===== src/rtl/apb_pkg.sv =====
// Shared APB4 definitions: FSM state encoding, wait-counter width and the
// strobe-width helper used to size PSTRB from the data width.
package apb_pkg;

   typedef enum logic {
      IDLE   = 1'b0,
      ACCESS = 1'b1
   } apb_state_e;

   // Wide enough for WAIT_STATES in 0..7.
   localparam int unsigned WAIT_W = 3;

   localparam int unsigned BYTE_W = 8;

   // Number of byte lanes (PSTRB bits) for a given data width.
   function automatic int unsigned strb_width(input int unsigned data_width);
      return data_width / BYTE_W;
   endfunction

endpackage


===== src/rtl/apb4_regbank_if.sv =====
// APB4 completer-side bus bundle.
// Ports (master drives): PADDR, PSEL, PENABLE, PWRITE, PWDATA, PSTRB.
// Ports (slave drives):  PRDATA, PREADY, PSLVERR.
interface apb4_regbank_if
   import apb_pkg::*;
#(
   parameter int unsigned ADDR_WIDTH = 8,
   parameter int unsigned DATA_WIDTH = 32
) ();

   logic [ADDR_WIDTH-1:0]             PADDR;
   logic                              PSEL;
   logic                              PENABLE;
   logic                              PWRITE;
   logic [DATA_WIDTH-1:0]             PWDATA;
   logic [strb_width(DATA_WIDTH)-1:0] PSTRB;
   logic [DATA_WIDTH-1:0]             PRDATA;
   logic                              PREADY;
   logic                              PSLVERR;

   modport master (
      output PADDR, PSEL, PENABLE, PWRITE, PWDATA, PSTRB,
      input  PRDATA, PREADY, PSLVERR
   );

   modport slave (
      input  PADDR, PSEL, PENABLE, PWRITE, PWDATA, PSTRB,
      output PRDATA, PREADY, PSLVERR
   );

endinterface


===== src/rtl/apb4_reg_storage.sv =====
// Register array for apb4_regbank: byte-strobed writes, read-only registers
// tied to their reset value, and the read mux.
// Ports: clk/rst (async active-high), wr_en/wr_idx/wr_data/wr_strb write
// port, rd_idx -> rd_data read port, regs = flattened live contents.
module apb4_reg_storage
   import apb_pkg::*;
#(
   parameter int unsigned                     DATA_WIDTH = 32,
   parameter int unsigned                     NUM_REGS   = 16,
   parameter logic [NUM_REGS-1:0]             RO_MASK    = '0,
   parameter logic [NUM_REGS*DATA_WIDTH-1:0]  RESET_VAL  = '0,
   localparam int unsigned                    STRB_W     = strb_width(DATA_WIDTH),
   localparam int unsigned                    IDX_W      = (NUM_REGS > 1) ? $clog2(NUM_REGS) : 1
) (
   input  logic                           clk,
   input  logic                           rst,
   input  logic                           wr_en,
   input  logic [IDX_W-1:0]               wr_idx,
   input  logic [DATA_WIDTH-1:0]          wr_data,
   input  logic [STRB_W-1:0]              wr_strb,
   input  logic [IDX_W-1:0]               rd_idx,
   output logic [DATA_WIDTH-1:0]          rd_data,
   output logic [NUM_REGS*DATA_WIDTH-1:0] regs
);

   for (genvar i = 0; i < NUM_REGS; i++) begin : g_reg
      if (RO_MASK[i]) begin : g_ro
         // Read-only registers have no storage; they always show their reset value.
         assign regs[i*DATA_WIDTH +: DATA_WIDTH] = RESET_VAL[i*DATA_WIDTH +: DATA_WIDTH];
      end else begin : g_rw
         logic [DATA_WIDTH-1:0] reg_q;

         always_ff @(posedge clk or posedge rst) begin
            if (rst) begin
               reg_q <= RESET_VAL[i*DATA_WIDTH +: DATA_WIDTH];
            end else if (wr_en && (wr_idx == IDX_W'(i))) begin
               for (int unsigned b = 0; b < STRB_W; b++) begin
                  if (wr_strb[b]) begin
                     reg_q[b*BYTE_W +: BYTE_W] <= wr_data[b*BYTE_W +: BYTE_W];
                  end
               end
            end
         end

         assign regs[i*DATA_WIDTH +: DATA_WIDTH] = reg_q;
      end
   end

   always_comb begin
      rd_data = '0;
      for (int unsigned i = 0; i < NUM_REGS; i++) begin
         if (rd_idx == IDX_W'(i)) begin
            rd_data = regs[i*DATA_WIDTH +: DATA_WIDTH];
         end
      end
   end

endmodule


===== src/rtl/apb4_regbank.sv =====
// APB4 register bank: IDLE/ACCESS FSM, programmable wait states, error
// decode (out-of-range index or write to a read-only register).
// Ports: PCLK, PRESET (async active-high), bus (APB4 slave modport),
// regs_o = flattened live register contents, register i in slice i.
module apb4_regbank
   import apb_pkg::*;
#(
   parameter int unsigned                     ADDR_WIDTH  = 8,
   parameter int unsigned                     DATA_WIDTH  = 32,
   parameter int unsigned                     NUM_REGS    = 16,
   parameter int unsigned                     WAIT_STATES = 0,
   parameter logic [NUM_REGS-1:0]             RO_MASK     = '0,
   parameter logic [NUM_REGS*DATA_WIDTH-1:0]  RESET_VAL   = '0
) (
   input  logic                           PCLK,
   input  logic                           PRESET,
   apb4_regbank_if.slave                  bus,
   output logic [NUM_REGS*DATA_WIDTH-1:0] regs_o
);

   localparam int unsigned OFF_W = $clog2(strb_width(DATA_WIDTH));
   localparam int unsigned IDX_W = (NUM_REGS > 1) ? $clog2(NUM_REGS) : 1;

   apb_state_e          state_q, state_d;
   logic [WAIT_W-1:0]   cnt_q, cnt_d;
   logic [ADDR_WIDTH-1:0] word_addr;
   logic [IDX_W-1:0]    idx;
   logic                valid, err, ready, complete, wr_en;
   logic [DATA_WIDTH-1:0] rd_data;

   assign word_addr = bus.PADDR >> OFF_W;
   assign idx       = word_addr[IDX_W-1:0];
   assign valid     = 32'(word_addr) < NUM_REGS;
   assign err       = !valid || (bus.PWRITE && RO_MASK[idx]);

   // Idle-ready: PREADY is high outside ACCESS.
   assign ready     = (state_q == IDLE) || (cnt_q == '0);
   assign complete  = (state_q == ACCESS) && (cnt_q == '0) && bus.PSEL && bus.PENABLE;
   assign wr_en     = complete && bus.PWRITE && !err;

   always_comb begin
      state_d = state_q;
      cnt_d   = cnt_q;
      unique case (state_q)
         IDLE: begin
            if (bus.PSEL && !bus.PENABLE) begin
               state_d = ACCESS;
               cnt_d   = WAIT_W'(WAIT_STATES);
            end
         end
         ACCESS: begin
            if (!bus.PSEL || complete) begin
               // Abort or completion; an abort never reaches the write port.
               state_d = IDLE;
               cnt_d   = '0;
            end else if (cnt_q != '0) begin
               cnt_d = cnt_q - 1'b1;
            end
         end
         default: begin
            state_d = IDLE;
            cnt_d   = '0;
         end
      endcase
   end

   always_ff @(posedge PCLK or posedge PRESET) begin
      if (PRESET) begin
         state_q <= IDLE;
         cnt_q   <= '0;
      end else begin
         state_q <= state_d;
         cnt_q   <= cnt_d;
      end
   end

   apb4_reg_storage #(
      .DATA_WIDTH (DATA_WIDTH),
      .NUM_REGS   (NUM_REGS),
      .RO_MASK    (RO_MASK),
      .RESET_VAL  (RESET_VAL)
   ) u_storage (
      .clk     (PCLK),
      .rst     (PRESET),
      .wr_en   (wr_en),
      .wr_idx  (idx),
      .wr_data (bus.PWDATA),
      .wr_strb (bus.PSTRB),
      .rd_idx  (idx),
      .rd_data (rd_data),
      .regs    (regs_o)
   );

   assign bus.PREADY  = ready;
   assign bus.PSLVERR = complete && err;
   assign bus.PRDATA  = ((state_q == ACCESS) && (cnt_q == '0) && !bus.PWRITE && valid)
                        ? rd_data : '0;

endmodule


===== src/flat_wrapper.sv =====
// flat-port wrapper written by rule: the top's interface ports become plain ports
module apb4_regbank_flat import apb_pkg::*;
#(
   parameter int unsigned                     ADDR_WIDTH  = 8,
   parameter int unsigned                     DATA_WIDTH  = 32,
   parameter int unsigned                     NUM_REGS    = 16,
   parameter int unsigned                     WAIT_STATES = 0,
   parameter logic [NUM_REGS-1:0]             RO_MASK     = '0,
   parameter logic [NUM_REGS*DATA_WIDTH-1:0]  RESET_VAL   = '0
)
  (PCLK, PRESET, regs_o, bus_PADDR, bus_PSEL, bus_PENABLE, bus_PWRITE, bus_PWDATA, bus_PSTRB, bus_PRDATA, bus_PREADY, bus_PSLVERR);
  apb4_regbank_if #(.ADDR_WIDTH(ADDR_WIDTH), .DATA_WIDTH(DATA_WIDTH)) bus_i ();
  input  logic PCLK;
  input  logic PRESET;
  output logic [NUM_REGS*DATA_WIDTH-1:0] regs_o;
  input wire logic [$bits(bus_i.PADDR)-1:0] bus_PADDR;
  input wire logic [$bits(bus_i.PSEL)-1:0] bus_PSEL;
  input wire logic [$bits(bus_i.PENABLE)-1:0] bus_PENABLE;
  input wire logic [$bits(bus_i.PWRITE)-1:0] bus_PWRITE;
  input wire logic [$bits(bus_i.PWDATA)-1:0] bus_PWDATA;
  input wire logic [$bits(bus_i.PSTRB)-1:0] bus_PSTRB;
  output wire logic [$bits(bus_i.PRDATA)-1:0] bus_PRDATA;
  output wire logic [$bits(bus_i.PREADY)-1:0] bus_PREADY;
  output wire logic [$bits(bus_i.PSLVERR)-1:0] bus_PSLVERR;
  assign bus_i.PADDR = bus_PADDR;
  assign bus_i.PSEL = bus_PSEL;
  assign bus_i.PENABLE = bus_PENABLE;
  assign bus_i.PWRITE = bus_PWRITE;
  assign bus_i.PWDATA = bus_PWDATA;
  assign bus_i.PSTRB = bus_PSTRB;
  assign bus_PRDATA = bus_i.PRDATA;
  assign bus_PREADY = bus_i.PREADY;
  assign bus_PSLVERR = bus_i.PSLVERR;
  apb4_regbank #(.ADDR_WIDTH(ADDR_WIDTH), .DATA_WIDTH(DATA_WIDTH), .NUM_REGS(NUM_REGS), .WAIT_STATES(WAIT_STATES), .RO_MASK(RO_MASK), .RESET_VAL(RESET_VAL)) u_core (.PCLK(PCLK), .PRESET(PRESET), .bus(bus_i), .regs_o(regs_o));
endmodule

===== config.mk =====
export PLATFORM = sky130hd
export DESIGN_NAME = apb4_regbank_flat
export DESIGN_NICKNAME = d
export VERILOG_FILES = /design/src/rtl/apb_pkg.sv /design/src/rtl/apb4_regbank_if.sv /design/src/rtl/apb4_reg_storage.sv /design/src/rtl/apb4_regbank.sv /design/src/flat_wrapper.sv
export SDC_FILE = /design/constraint.sdc
export NUM_CORES = 1
export LEC_CHECK = 0
export ABC_AREA = 1
export BUFFER_PORTS_ARGS = -buffer_cell sky130_fd_sc_hd__buf_2
export CAP_MARGIN = 10
export CORE_MARGIN = 8
export CORE_UTILIZATION = 40
export CTS_CLUSTER_DIAMETER = 80
export DETAILED_ROUTE_END_ITERATION = 8
export HOLD_SLACK_MARGIN = 0.12
export PLACE_DENSITY = 0.7
export SETUP_SLACK_MARGIN = 0.3
export SYNTH_ARGS = -nofsm -noshare
export SYNTH_HDL_FRONTEND = slang
export SYNTH_HIERARCHICAL = 1
export SYNTH_SLANG_ARGS = --single-unit

===== constraint.sdc =====
create_clock -name PCLK -period 19.7 [get_ports PCLK]
set_input_delay 1.97 -clock PCLK [delete_from_list [all_inputs] [get_ports PCLK]]
set_output_delay 1.97 -clock PCLK [all_outputs]
set_load 0.02 [all_outputs]

==> impl_metrics.csv <==
group,metric,value,unit
status,status,"finished clean",
cells_and_area,fin_area,28590,um2
critical_path,end_kind,"output pin",
clocking,cts_inserted_buffers,56,
synth,netlist_top_cells_area,"dfrtp_1 56%, nand2_1 15%, o21ai_0 11%",
die,rows,88,
clocking,ctsResizeCount,0,
grt,first_global_vias,21560,
cells_and_area,final_common_cell,"nand2_1",
synth,synth_compound_area_share,12.11,%
pwr,pwr-share-seq,46.4,%
pwr,p_int,1.760,mW
critical_path,critPathMaxFanout,42,
timing,setup_viol,0,
cells_and_area,seq_area,12910,um2
pwr,pwr_density_cell,81.33,nW/um2
timing,min_period_over_period,36.93,%
cells_and_area,final_core_util,49.74,%
die,die_h,256.5,um
clocking,cts_sinks,516,
routing,first_pass_iters,6,
critical_path,worstPathCellList,"buf_2, nor2_4, nand2_1, buf_4, nor2_1, nor2_1, nand3_1, nand2_1, nand4_1, nor2_1, nand3_1, nand2_1, nand4_1, inv_1, nor2_1, buf_2",
hold_path,hold_class,"flop to flop",
grt,antenna_found_initial,7,
cells_and_area,syn_to_final_growth,23.57,%
routing,route.detailed.drc,0,
die,core,57480,um2
timing,worst_slack,12.42,ns
placed_design,dp_slack,12.55,ns
routing,viasPerCell,5.457,
timing,slew_headroom,18.46,%
routing,wl_per_cell,24.22,um
grt,grt_usage,29.72,%
clocking,post_cts_buffers,0,
cells_and_area,filler_cell_count,5624,
critical_path,cp_top_family,"simple AND/OR/NAND/NOR gates",
clocking,root_buffer,"clkbuf_16",
pwr,p_total,2.325,mW
pwr,p_sw,0.5648,mW
clocking,htree_levels,2,
synth,ys_warn_count,6,
synth,synth_xor_area_share,0,%
timing,hold_ws,0.5031,ns
clocking,path_clk_slew,0.06,ns
timing,fin_skew,0.01616,ns
pwr,leakage,14.60,nW
clocking,clk_latency,0.60,ns
pwr,clkPwrFrac,47.5,%
routing,vias,22840,
timing,fmax,0.1374,GHz
critical_path,worstSetupPathType,"input pin to output pin",
die,die_x,256.5,um
clocking,cts_hold_buf,0,
clocking,cts_tree,"done",
placed_design,place_congestion,0.9264,
synth,avgSynthCellArea,8.064,um2
critical_path,start_kind,"input pin",
cells_and_area,num-nets-final,3426,
synth,yosys.area_share.simple,25.92,%
timing,worst_pin_slew,1.220,ns
synth,synth_fp_nets,2920,
placed_design,port_buffers,592,
grt,grt_overflow_total,0,
synth,synth_top_area_cell,"dfrtp_1",
placed_design,place_inst,4082,
routing,routed_wl,101.4,mm
critical_path,crit_arrival,5.31,ns
synth,netlist-cell-type-count,23,
synth,syn_area,23140,um2
synth,synthAdderAreaFrac,0.1082,%
cells_and_area,multi_input_area,8896,um2
critical_path,cp.required,17.73,ns
die,initial_utilization,40.25,%
critical_path,cp.buffers_inverters,4,
synth,synth_cells,2869,
timing,setup-tns-final,0,ns
routing,drt_iter0_drc,2335,
synth,synth_top_family_by_area,"simple AND/OR/NAND/NOR gates",
placed_design,hpwl,70.91,mm
cells_and_area,final_cell_mix,"922 x nand2_1, 592 x buf_2, 518 x o21ai_0",
cells_and_area,drive_gt1_share,22.31,%
routing,ant_nets,0,
grt,grt_max_degree,168,
placed_design,placed_cell_area,26640,um2
critical_path,crit_top_cell,"nor2_1",
timing,finalHoldViolCount,0,
die,dieArea,65790,um2
pwr,p_sw_share,24.29,%
synth,muxShareOfSynthArea,0,%
timing,fin_crit,7.276,ns
pwr,pwr-share-comb,6.1,%
grt,grt_pass1_wl,147.8,mm
synth,ys_seq_elements,516,
job,maxCapViolCount,0,
pwr,vdd_drop_max,0.06191,mV
critical_path,critPathSlowestCell,"nor2_4",
critical_path,critical-path-max-stage-delay,0.84,ns
cells_and_area,stdcell_count,4186,
synth,synth.top_cell.area_share,55.81,%
timing,rsz0062_at_grt,"no",
timing,drv_slew,0,
die,io_pins,595,
critical_path,r2r_setup_slack,15.85,ns
clocking,max-clock-path-buffers,3,
synth,seq_area_frac_synth,55.81,%
==> metal layers <==
metal / wire length (um) / part of all wire (%) / global-route usage (%)
met1: 41620 / 41 / 39.25
met2: 45840 / 45 / 46.41
met3: 9763 / 9.6 / 7.906
met4: 4137 / 4.1 / 11.61
met5: 25 / 0.025 / 0
==> power groups by stage <==
stage | Clock [mW] | Combinational, mW | Sequential [mW]
4_1_cts | 1.12 | 0.141 | 1.08
2_1_floorplan | 0 | 0.0675 | 1.11
5_1_grt | 1.16 | 0.154 | 1.08
3_5_place_dp | 0 | 0.141 | 1.10
6_report | 1.10 | 0.141 | 1.08
3_3_place_gp | 0 | 0.140 | 1.10
==> tightest hold or removal path, stage by stage (launching register included) <==
cell and delay [ns]:
dfrtp_1 0.36, nand2_1 0.05, o21ai_0 0.06
==> flip-flops by register name, indices dropped and copies added (netlist names) <==
| signal | cells |
|---|---|
| u_core/state_q | 1 |
| u_core/u_storage/g.g_rw.reg_q | 512 |
| u_core/cnt_q | 3 |
==> cell type report <==
cell class                 instances  share of cell area [%]
sequential                       516                   45.17
multi-input combinational       1993                   31.12
timing repair buffer             614                   10.99
clock buffer                      85                   5.987
tap                              765                   3.348
inverter                         194                   2.573
clock inverter                    18                  0.8140
antenna                            1                0.008753
==> kinds of logic after synthesis <==
| family | count (synthesis) |
|---|---|
| flip-flops | 516 |
| adder cells (fa/ha/maj) | 2 |
| AND/OR/NAND/NOR | 1431 |
| AO/OA/AOI/OAI | 560 |
| buffers and inverters | 360 |
==> synthesized netlist by cell type <==
| master | n |
|---|---|
| a21oi_1 | 42 |
| and3_1 | 1 |
| buf_1 | 1 |
| buf_2 | 21 |
| buf_6 | 3 |
| clkbuf_1 | 141 |
| dfrtp_1 | 516 |
| ha_1 | 2 |
| inv_1 | 187 |
| inv_2 | 7 |
| nand2_1 | 922 |
| nand2_2 | 5 |
| nand3_1 | 184 |
| nand4_1 | 74 |
| nor2_1 | 176 |
| nor2_2 | 10 |
| nor2_4 | 3 |
| nor3_1 | 11 |
| nor3_4 | 2 |
| o21ai_0 | 518 |
| or2_0 | 16 |
| or2_1 | 10 |
| or2_2 | 17 |
==> path summary, 6_finish.rpt <==
kind                                                                           start                                                    to  cells after the start
worst max register to register                           u_core/cnt_q[0]$_DFFE_PP0P_  u_core/u_storage/g_reg[15].g_rw.reg_q[2]$_DFFE_PP0P_                     11
max in group asynchronous                                                     PRESET  u_core/u_storage/g_reg[7].g_rw.reg_q[16]$_DFFE_PP0P_                      5
worst min register to register  u_core/u_storage/g_reg[3].g_rw.reg_q[13]$_DFFE_PP0P_  u_core/u_storage/g_reg[3].g_rw.reg_q[13]$_DFFE_PP0P_                      2
worst max-delay path                                                    bus_PADDR[4]                                        bus_PRDATA[24]                     16
worst min-delay path            u_core/u_storage/g_reg[3].g_rw.reg_q[13]$_DFFE_PP0P_  u_core/u_storage/g_reg[3].g_rw.reg_q[13]$_DFFE_PP0P_                      2
min in group asynchronous                                                     PRESET                              u_core/state_q$_DFF_PP0_                      2
Note: power is estimated with default switching activity, not from simulation.
